<file path="src/rtl/qrouting_pkg.sv">
// Shared Q-routing node definitions: word width, memory map, table addressing
// and the reward-receive FSM state encoding.
package qrouting_pkg;

  localparam int          WORD_W   = 16;
  localparam logic [15:0] RX_BASE  = 16'h0008;
  localparam logic [15:0] ACT_BASE = 16'h0048;
  localparam logic [15:0] CH_BASE  = 16'h0148;
  localparam logic [15:0] Q_BASE   = 16'h01C8;

  // Word-indexed table entry to byte address; wraps modulo 2^16.
  function automatic logic [15:0] idx2addr(input logic [15:0] base,
                                           input logic [15:0] idx);
    return base + {idx[14:0], 1'b0};
  endfunction

  typedef enum logic [3:0] {
    ST_IDLE, ST_ARMED, ST_RD0, ST_RD1, ST_RD2, ST_CAP, ST_CHK,
    ST_WR_CH, ST_RD_OLD, ST_CMP, ST_WR_Q
  } rx_state_e;

endpackage

</file>
<file path="src/rtl/reward_rx.sv">
// Reward packet receiver: reads a 3-word packet, validates it, and updates the
// cluster-head and neighbour Q tables. REWARD_RX_QMAX_EN keeps the larger Q.
module reward_rx #(
  parameter int          MAX_NODES = 64,
  parameter logic [15:0] RX_BASE   = qrouting_pkg::RX_BASE,
  parameter logic [15:0] CH_BASE   = qrouting_pkg::CH_BASE,
  parameter logic [15:0] Q_BASE    = qrouting_pkg::Q_BASE
) (
  input  logic        clock,
  input  logic        nrst,
  input  logic        en,
  input  logic        start,
  input  logic [15:0] MY_NODE_ID,
  input  logic [15:0] data_in,
  output logic [15:0] address,
  output logic [15:0] data_out,
  output logic        wr_en,
  output logic        done,
  output logic        err
);
  import qrouting_pkg::*;

  localparam logic [15:0] LP_MAX = 16'(MAX_NODES);

  rx_state_e   r_state, w_next;
  logic [15:0] r_src, r_clu, r_q;
  logic        r_done, r_err;
  logic        w_reject;
`ifdef REWARD_RX_QMAX_EN
  logic [15:0] r_old;
`endif

  assign w_reject = (r_src == MY_NODE_ID) || (r_src >= LP_MAX) || (r_clu >= LP_MAX);
  assign done     = r_done;
  assign err      = r_err;

  always_ff @(posedge clock or negedge nrst) begin
    if (!nrst) begin
      r_state <= ST_IDLE;
      r_src   <= '0;
      r_clu   <= '0;
      r_q     <= '0;
      r_done  <= 1'b0;
      r_err   <= 1'b0;
    end else begin
      r_state <= w_next;
      case (r_state)
        ST_IDLE: if (en) begin
          r_done <= 1'b0;
          r_err  <= 1'b0;
        end
        ST_RD1:  r_src <= data_in;
        ST_RD2:  r_clu <= data_in;
        ST_CAP:  r_q   <= data_in;
        ST_CHK:  if (w_reject) begin
          r_done <= 1'b1;
          r_err  <= 1'b1;
        end
        ST_WR_Q: begin
          r_done <= 1'b1;
          r_err  <= 1'b0;
        end
        default: ;
      endcase
    end
  end

`ifdef REWARD_RX_QMAX_EN
  always_ff @(posedge clock or negedge nrst) begin
    if (!nrst)                 r_old <= '0;
    else if (r_state == ST_CMP) r_old <= data_in;
  end
`endif

  // Bus outputs are pure decode of state and latches, so an async reset
  // drops wr_en immediately.
  always_comb begin
    w_next   = r_state;
    address  = '0;
    data_out = '0;
    wr_en    = 1'b0;
    case (r_state)
      ST_IDLE:  if (en) w_next = ST_ARMED;
      ST_ARMED: if (start) w_next = ST_RD0;
      ST_RD0: begin
        address = RX_BASE;
        w_next  = ST_RD1;
      end
      ST_RD1: begin
        address = RX_BASE + 16'd2;
        w_next  = ST_RD2;
      end
      ST_RD2: begin
        address = RX_BASE + 16'd4;
        w_next  = ST_CAP;
      end
      ST_CAP:   w_next = ST_CHK;
      ST_CHK:   w_next = w_reject ? ST_IDLE : ST_WR_CH;
      ST_WR_CH: begin
        wr_en    = 1'b1;
        address  = idx2addr(CH_BASE, r_clu);
        data_out = r_src;
`ifdef REWARD_RX_QMAX_EN
        w_next   = ST_RD_OLD;
`else
        w_next   = ST_WR_Q;
`endif
      end
      ST_RD_OLD: begin
        address = idx2addr(Q_BASE, r_src);
        w_next  = ST_CMP;
      end
      ST_CMP:   w_next = ST_WR_Q;
      ST_WR_Q: begin
        address  = idx2addr(Q_BASE, r_src);
        data_out = r_q;
`ifdef REWARD_RX_QMAX_EN
        wr_en    = (r_q > r_old);
`else
        wr_en    = 1'b1;
`endif
        w_next   = ST_IDLE;
      end
      default:  w_next = ST_IDLE;
    endcase
  end

endmodule
</file>
<file path="config.mk">
export PLATFORM = sky130hd
export DESIGN_NAME = reward_rx
export DESIGN_NICKNAME = d
export VERILOG_FILES = /design/src/rtl/qrouting_pkg.sv /design/src/rtl/reward_rx.sv
export SDC_FILE = /design/constraint.sdc
export NUM_CORES = 1
export LEC_CHECK = 0
export BUFFER_PORTS_ARGS = -buffer_cell sky130_fd_sc_hd__buf_4
export CAP_MARGIN = 20
export CORE_MARGIN = 1.5
export CORE_UTILIZATION = 40
export DETAILED_ROUTE_END_ITERATION = 16
export SLEW_MARGIN = 15
export SYNTH_ARGS = -nofsm -noshare
export SYNTH_HDL_FRONTEND = slang
export SYNTH_SLANG_ARGS = --single-unit
export TNS_END_PERCENT = 10
</file>
<file path="constraint.sdc">
create_clock -name clock -period 4.8 [get_ports clock]
set_input_delay 0.96 -clock clock [delete_from_list [all_inputs] [get_ports clock]]
set_output_delay 0.96 -clock clock [all_outputs]
set_load 0.005 [all_outputs]
</file>
Word-level counts from Yosys, hierarchy flattened

Cells that the tools add are included.

$add $sub $neg: 2
Multipliers: 0
Div/mod/pow operators: 0
Magnitude comparators: 2
Equality and inequality tests: 14
Shifts and indexed selects: 0
Multiplexer cells: 11
Bitwise logic cells: 0
Reduce and logical (&&, ||, !) cells: 9

Operator list:

| cell                  | count |
|---|---|
| $pmux 16 s5           | 1 |
| $pmux 4 s9            | 1 |
| $add 9x16->16 const A | 2 |
| $ge 16x7->1 const B   | 2 |
| $pmux 16 s2           | 1 |
| $eq 16x16->1          | 1 |
| $eq 4x3->1 const B    | 4 |
| $eq 4x4->1 const B    | 3 |
| $eq 4x2->1 const B    | 2 |
| $mux 4                | 2 |
| $ne 2x2->1 const B    | 3 |
| $pmux 1 s3            | 2 |
| $reduce_or 2->1       | 3 |
| $eq 4x1->1 const B    | 1 |
| $logic_not 4->1       | 1 |
| $mux 1                | 3 |
| $mux 3                | 1 |
| $reduce_and 3->1      | 1 |
| $reduce_bool 3->1     | 1 |
| $logic_or 1x1->1      | 2 |
| $reduce_and 2->1      | 1 |

Bits in registers: 54
Bits in latches: 0
Bits in writable memories: 0
Memory bits (read-only): 0
Input port bits: 36
Output and inout bits: 35
Memories kept: 0

Longest topological paths before layout

Gate-level depths: netlist (run 1).

Depth in word-level cells: 5
Depth in mapped cells: 7
Mapped depth without buffers: 6

Worst setup path before layout (run 1)

No wires, ideal clock.

Path type: reg2out
Start: reg r_clu[2]
End: out address[15]
Arrival time: 1.439 ns
Required time: 3.840 ns
Path slack: 2.401 ns
Stages on the path, launching flop included: 7
Cell sequence: dfrtp_1 -> ha_1 -> a21o_1 -> a21oi_1 -> nand4b_1 -> xor2_1 -> o22ai_1

Word-level cells in the longest chain between the ends: 2

RTL lines:

| element                  | line               | RTL |
|---|---|---|
| start: declaration       | reward_rx.sv:26    | `logic [15:0] r_src, r_clu, r_q;` |
| start signal: assignment | reward_rx.sv:53    | `ST_RD2: r_clu <= data_in;` |
| $add 9x16->16            | qrouting_pkg.sv:14 | `return base + {idx[14:0], 1'b0};` |
| $pmux 16 s5              | reward_rx.sv:82    | `case (r_state)` |
| end: declaration         | reward_rx.sv:15    | `output logic [15:0] address,` |

No other way between the ends.

Worst setup path after layout (run 1)

Start: reg r_state[2]
End: out data_out[6]

Word-level cells in the longest chain between the ends: 2

RTL lines:

| element                                         | line            | RTL |
|---|---|---|
| start: declaration                              | reward_rx.sv:25 | `rx_state_e r_state, w_next;` |
| start signal: assignment                        | reward_rx.sv:46 | `r_state <= w_next;` |
| $eq 4x4->1 / $eq 4x3->1 (equally long branches) | reward_rx.sv:82 |  |
| $pmux 16 s2 (*)                                 | reward_rx.sv:82 |  |
| end: declaration                                | reward_rx.sv:16 | `output logic [15:0] data_out,` |

Every way passes the cells marked *; elsewhere a longest branch is shown, timed or not.

==> impl_metrics.ini, run 1 <==
[run_status]
status = finished, final reports clean

[final_layout]
num_antenna_cells = 0
n_fill_cell = 768
register_area_sq_mm = 0.00135
final_core_util_pct = 49.7
multi_input_area_sq_mm = 0.00173
area.growth.synth_to_final_pct = 19.3
nNetsFinal = 391
drive_above_1_share_pct = 40.1

[sta]
skew_ns = 0.00882
post-route-min-period_ns = 3.40
setup_slack_ns = 1.40
grt_setup_unrepaired = false
hold_violations = 0
worstMarginPinSlew_ns = 1.00
setup_viol = 0
fin_crit_sh_pct = 70.8
fmax_mhz = 294
relSlewSlack_pct = 33.0
drv_slew = 0
final.setup.tns_ns = 0

[global_route]
grt_usage_pct = 19.3
grt_start_max_net_pins = 55
grt-ovfl-total = 0
grt_pass1_vias = 2342
antenna_found_initial = 0
grt_pass1_wl_um = 12600

[clock_network]
cts_num_sinks = 54
cts.reportedPaths.clkPinSlew_ns = 0.10
clock_latency_ns = 0.31
cts_tree = yes
cts.path.max_buffers = 2
cts_resized = 0
postCtsSetupBuffers = 0
cts_root_buf = clkbuf_8
hold_buffers = 0
numCtsBuffers = 5
h-tree-depth = 2

[detailed_routing]
routed_wl_um = 8020
drt_iter0_markers = 123
drtAntennaViolNets = 0
wl_per_cell_um = 17.7
vias = 2463
drc_errors = 0
dr.pass1.iters = 4
via_per_inst = 5.43

[placement]
dp_worst_setup_slack_ns = 1.73
place.detailed.hpwl_um = 5740
globalplace.congestion = 0.820
io_buffers = 69

[worst_setup_path]
worstSetupEndpointType = primary output
required_ns = 3.84
crit_fanout = 18
ff2ff_path_depth = 3
startpoint = r_state[2]$_DFFE_PN0P_
rr_startpoint = r_state[2]$_DFFE_PN0P_
crit_arrival_ns = 2.44
path_class = register to primary output
start_kind = register

[floorplan]
pin_count = 71
start_util_pct = 41.7
die_width_um = 92.9
num_rows = 32
fp.dieArea_sq_mm = 0.00864
die_h_um = 92.9
core_area_sq_mm = 0.00777

[synthesis]
synth_flop_cell = dfrtp_1
syn-instance-count = 296
synth_area_sq_mm = 0.00324
ys_async_sr_fraction_pct = 100
ys_seq_area_share_pct = 41.8
synth_area_leaders = dfrtp_1 (42%), mux2_2 (15%), xor2_1 (7.0%)
synth-seq-cells = 54
yosysWarnings = 0
yosysTopAreaCell = dfrtp_1
ys_types = 50
synth_top_area_share_pct = 41.8
avgSynthCellArea_sq_um = 10.9
syn_nets = 336
synth_edf_count = 0

[worst_hold_path]
hold_class = register to register
hold_start = r_q[8]$_DFFE_PN0P_
whs_path_depth = 1

[job]
max_cap_viol_count = 0

[power]
power_leakage_nw = 1.68
power_density_mw_per_mm2 = 607
p_total_w = 0.00234
worst_ir_drop_vdd_mv = 0.218
[state kept, by name, summed over array words and instances, names as in the netlist]
name	flops
r_q	16
err	1
r_state	4
r_clu	16
r_src	16
done	1
[through the flow]
step	cells	cell area [sq um]	hold WS (ns)
after global routing	454	3860	0.520
after CTS	454	3860	0.512
after detailed placement	446	3760	0.489
after floorplan	296	3240	0.459
after global placement	446	3760	0.480
final	454	3860	0.508
[worst max-delay path, cell delays in order, from the launching register on]
cell,delay [ns]
dfrtp_1,0.61
or2b_4,0.36
nor2_2,0.74
a22o_1,0.29
buf_4,0.12
[layout by cell type (no fill, tap or decap), types with 2 or more instances in the layout]
master	n
buf_4	71
a221oi_1	2
mux2_2	43
a21oi_1	6
nor3_4	2
xor2_2	3
nand4_1	4
and3_1	2
o21ai_0	9
nor2_1	9
xnor2_1	7
o22ai_1	9
a22oi_1	2
a22o_1	15
inv_1	6
a21o_1	4
ha_1	4
dfrtp_1	54
nand3_1	7
nor4_1	7
o21ai_1	2
a221o_1	3
clkbuf_8	6
nand3b_1	2
nor3_1	3
xor2_1	26
nand2_1	19
or2_2	2
[layout make-up]
| cell class | count | share of cell area [%] |
|---|---|---|
| multi-input combinational | 213 | 44.8 |
| sequential | 54 | 35.0 |
| timing repair buffer | 71 | 13.8 |
| tap | 102 | 3.31 |
| clock buffer | 6 | 2.14 |
| inverter | 6 | 0.583 |
| clock inverter | 2 | 0.324 |
[cells by family (layout without fill, tap and decap cells)]
kind of cell | Yosys count | count (layout) | synth area share (%)
other | 1 | 1 | 0.116
AO/OA/AOI/OAI | 58 | 58 | 12.9
AND/OR/NAND/NOR | 70 | 70 | 12.8
XOR/XNOR | 36 | 36 | 10.4
buffers and inverters | 29 | 85 | 5.07
flip-flops | 54 | 54 | 41.8
adder cells (fa/ha/maj) | 4 | 4 | 1.55
multiplexers | 44 | 44 | 15.3
[cells in the mapped netlist, drive strengths merged, types with 2 or more instances]
cell type / instances
dfrtp: 54
mux2: 44
xor2: 29
nand2: 20
a22o: 16
buf: 12
clkbuf: 11
o21ai: 11
nor2: 10
nor4: 9
o22ai: 9
nand3: 7
xnor2: 7
a21oi: 6
inv: 6
nor3: 6
a21o: 4
ha: 4
nand4: 4
a221o: 3
a221oi: 2
a22oi: 2
and3: 2
nand2b: 2
nand3b: 2
or2: 2
[where the power goes]
part | leakage, nW | internal (W) | switching, W
Clock | 0.0472 | 0.000117 | 0.000157
Combinational | 0.989 | 0.000588 | 0.000463
Sequential | 0.649 | 0.000684 | 0.000336
Total | 1.68 | 0.00139 | 0.000956
[routing by layer]
metal	vias up	track usage (%)	part of all wire, %
met3	14	3.20	4.2
met2	67	29.4	45
met1	1209	28.2	49
li1	1173	-	-
met5	-	0	0
met4	0	5.18	1.6
[path summary, 6_finish.rpt]
path | endpoint | slack (ns)
max in group asynchronous | r_q[8]$_DFFE_PN0P_ | 3.64
min in group asynchronous | r_q[0]$_DFFE_PN0P_ | 0.67
min reg2reg | r_q[8]$_DFFE_PN0P_ | 0.51
min | r_q[8]$_DFFE_PN0P_ | 0.51
max | data_out[6] | 1.40
max reg2reg | r_q[13]$_DFFE_PN0P_ | 2.53
No activity file was read; power rests on OpenSTA's default activity.
==> inputs of run 2 (changes only) <==
clock period = 3.2 ns   (was 4.8 ns; I/O delays follow)
==> impl_metrics.ini, run 2 (synthesis gave the netlist of run 1 again) <==
[run_status]
status = finished, final reports clean

[worst_setup_path]
worstSetupEndpointType = primary output
required_ns = 2.56
crit_arrival_ns = 2.18
start_kind = register
crit_fanout = 13
path_class = register to primary output

[final_layout]
final_core_util_pct = 50.4
n_fill_cell = 750
num_antenna_cells = 0
register_area_sq_mm = 0.00135
mostFrequentLayoutCells = buf_4 (76), dfrtp_1 (54), mux2_2 (43), xor2_1 (26), nand2_1 (19)
nNetsFinal = 396
area.growth.synth_to_final_pct = 21.0
multi_input_area_sq_mm = 0.00173
drive_above_1_share_pct = 40.3
final_common_cell = buf_4
top_regs = r_clu: 16 flops, r_q: 16 flops, r_src: 16 flops

[floorplan]
start_util_pct = 41.7
fp.dieArea_sq_mm = 0.00864
die_width_um = 92.9
pin_count = 71
num_rows = 32
die_h_um = 92.9
core_area_sq_mm = 0.00777

[sta]
skew_ns = 0.00995
setup_viol = 0
post-route-min-period_ns = 2.82
relSlewSlack_pct = 53.5
fmax_mhz = 355
hold_violations = 0
fin_crit_sh_pct = 88.0
final.setup.tns_ns = 0
drv_slew = 0
worstMarginPinSlew_ns = 0.697
grt_setup_unrepaired = false

[detailed_routing]
routed_wl_um = 8100
drtAntennaViolNets = 0
vias = 2477
drt_iter0_markers = 158
wl_per_cell_um = 17.6
drc_errors = 0
via_per_inst = 5.40
dr.pass1.iters = 4

[global_route]
grt_start_max_net_pins = 55
grt_usage_pct = 19.4
grt-ovfl-total = 0
grt_pass1_wl_um = 12700
antenna_found_initial = 0
grt_pass1_vias = 2327

[clock_network]
cts_tree = yes
cts_num_sinks = 54
numCtsBuffers = 5
clock_latency_ns = 0.31
cts_root_buf = clkbuf_8
cts_resized = 0
hold_buffers = 0
h-tree-depth = 2
postCtsSetupBuffers = 0
cts.reportedPaths.clkPinSlew_ns = 0.10
cts.path.max_buffers = 2

[power]
power_density_mw_per_mm2 = 920
worst_ir_drop_vdd_mv = 0.313
power_leakage_nw = 1.72
p_total_w = 0.00360

[placement]
place.detailed.hpwl_um = 5890
io_buffers = 69
globalplace.congestion = 0.818

[job]
max_cap_viol_count = 0

[worst_hold_path]
hold_class = input port to async pin
[run 2: power by group]
group	leakage [nW]	switching, W	internal [W]	total (W)
Clock	0.0587	0.000243	0.000238	0.000480
Sequential	0.649	0.000503	0.00103	0.00153
Combinational	1.02	0.000700	0.000892	0.00159
Total	1.72	0.00145	0.00216	0.00360
[run 2: critical path, stage by stage, from the launching register on]
cell and delay, ns:
dfrtp_1 0.58, or2b_4 0.36, nor2_1 0.40, buf_4 0.27, a22o_1 0.16, buf_4 0.10
[run 2: stage by stage]
| step | std cells | setup WS (ns) | hold WS (ns) | cell area [sq um] |
|---|---|---|---|---|
| floorplan | 296 | 1.12 | 0.344 | 3240 |
| global placement | 451 | 0.749 | 0.479 | 3800 |
| detailed placement | 451 | 0.719 | 0.484 | 3800 |
| CTS | 459 | 0.375 | 0.384 | 3910 |
| global route | 459 | 0.208 | 0.403 | 3910 |
| finish | 459 | 0.384 | 0.367 | 3910 |
[run 2: path summary, 6_finish.rpt]
path	startpoint	end	slack, ns	depth (start not counted)
setup / recovery	r_state[2]$_DFFE_PN0P_	data_out[10]	0.38	5
hold / removal	nrst	r_src[0]$_DFFE_PN0N_	0.37	1
setup reg to reg	r_state[2]$_DFFE_PN0P_	r_q[4]$_DFFE_PN0P_	1.05	4
hold reg to reg	r_q[8]$_DFFE_PN0P_	r_q[8]$_DFFE_PN0P_	0.51	1
max in group asynchronous	nrst	err$_DFFE_PN0P_	2.38	1
min in group clock	r_q[8]$_DFFE_PN0P_	r_q[8]$_DFFE_PN0P_	0.51	1
[run 2: area by class of cell]
type,count,area share [%]
well taps,102,3.26
clock inverters,3,1.21
multi-input cells,213,44.1
inverters,6,0.575
repair buffers,76,14.6
clock buffers,5,1.76
flip-flops and latches,54,34.5
[run 2: per-layer routing]
metal	GRT usage [%]	wire (um)	vias to the layer above
li1	-	-	1183
met1	28.9	3930	1214
met2	28.8	3660	74
met3	3.28	414	6
met4	5.30	96	0
met5	0	0	-
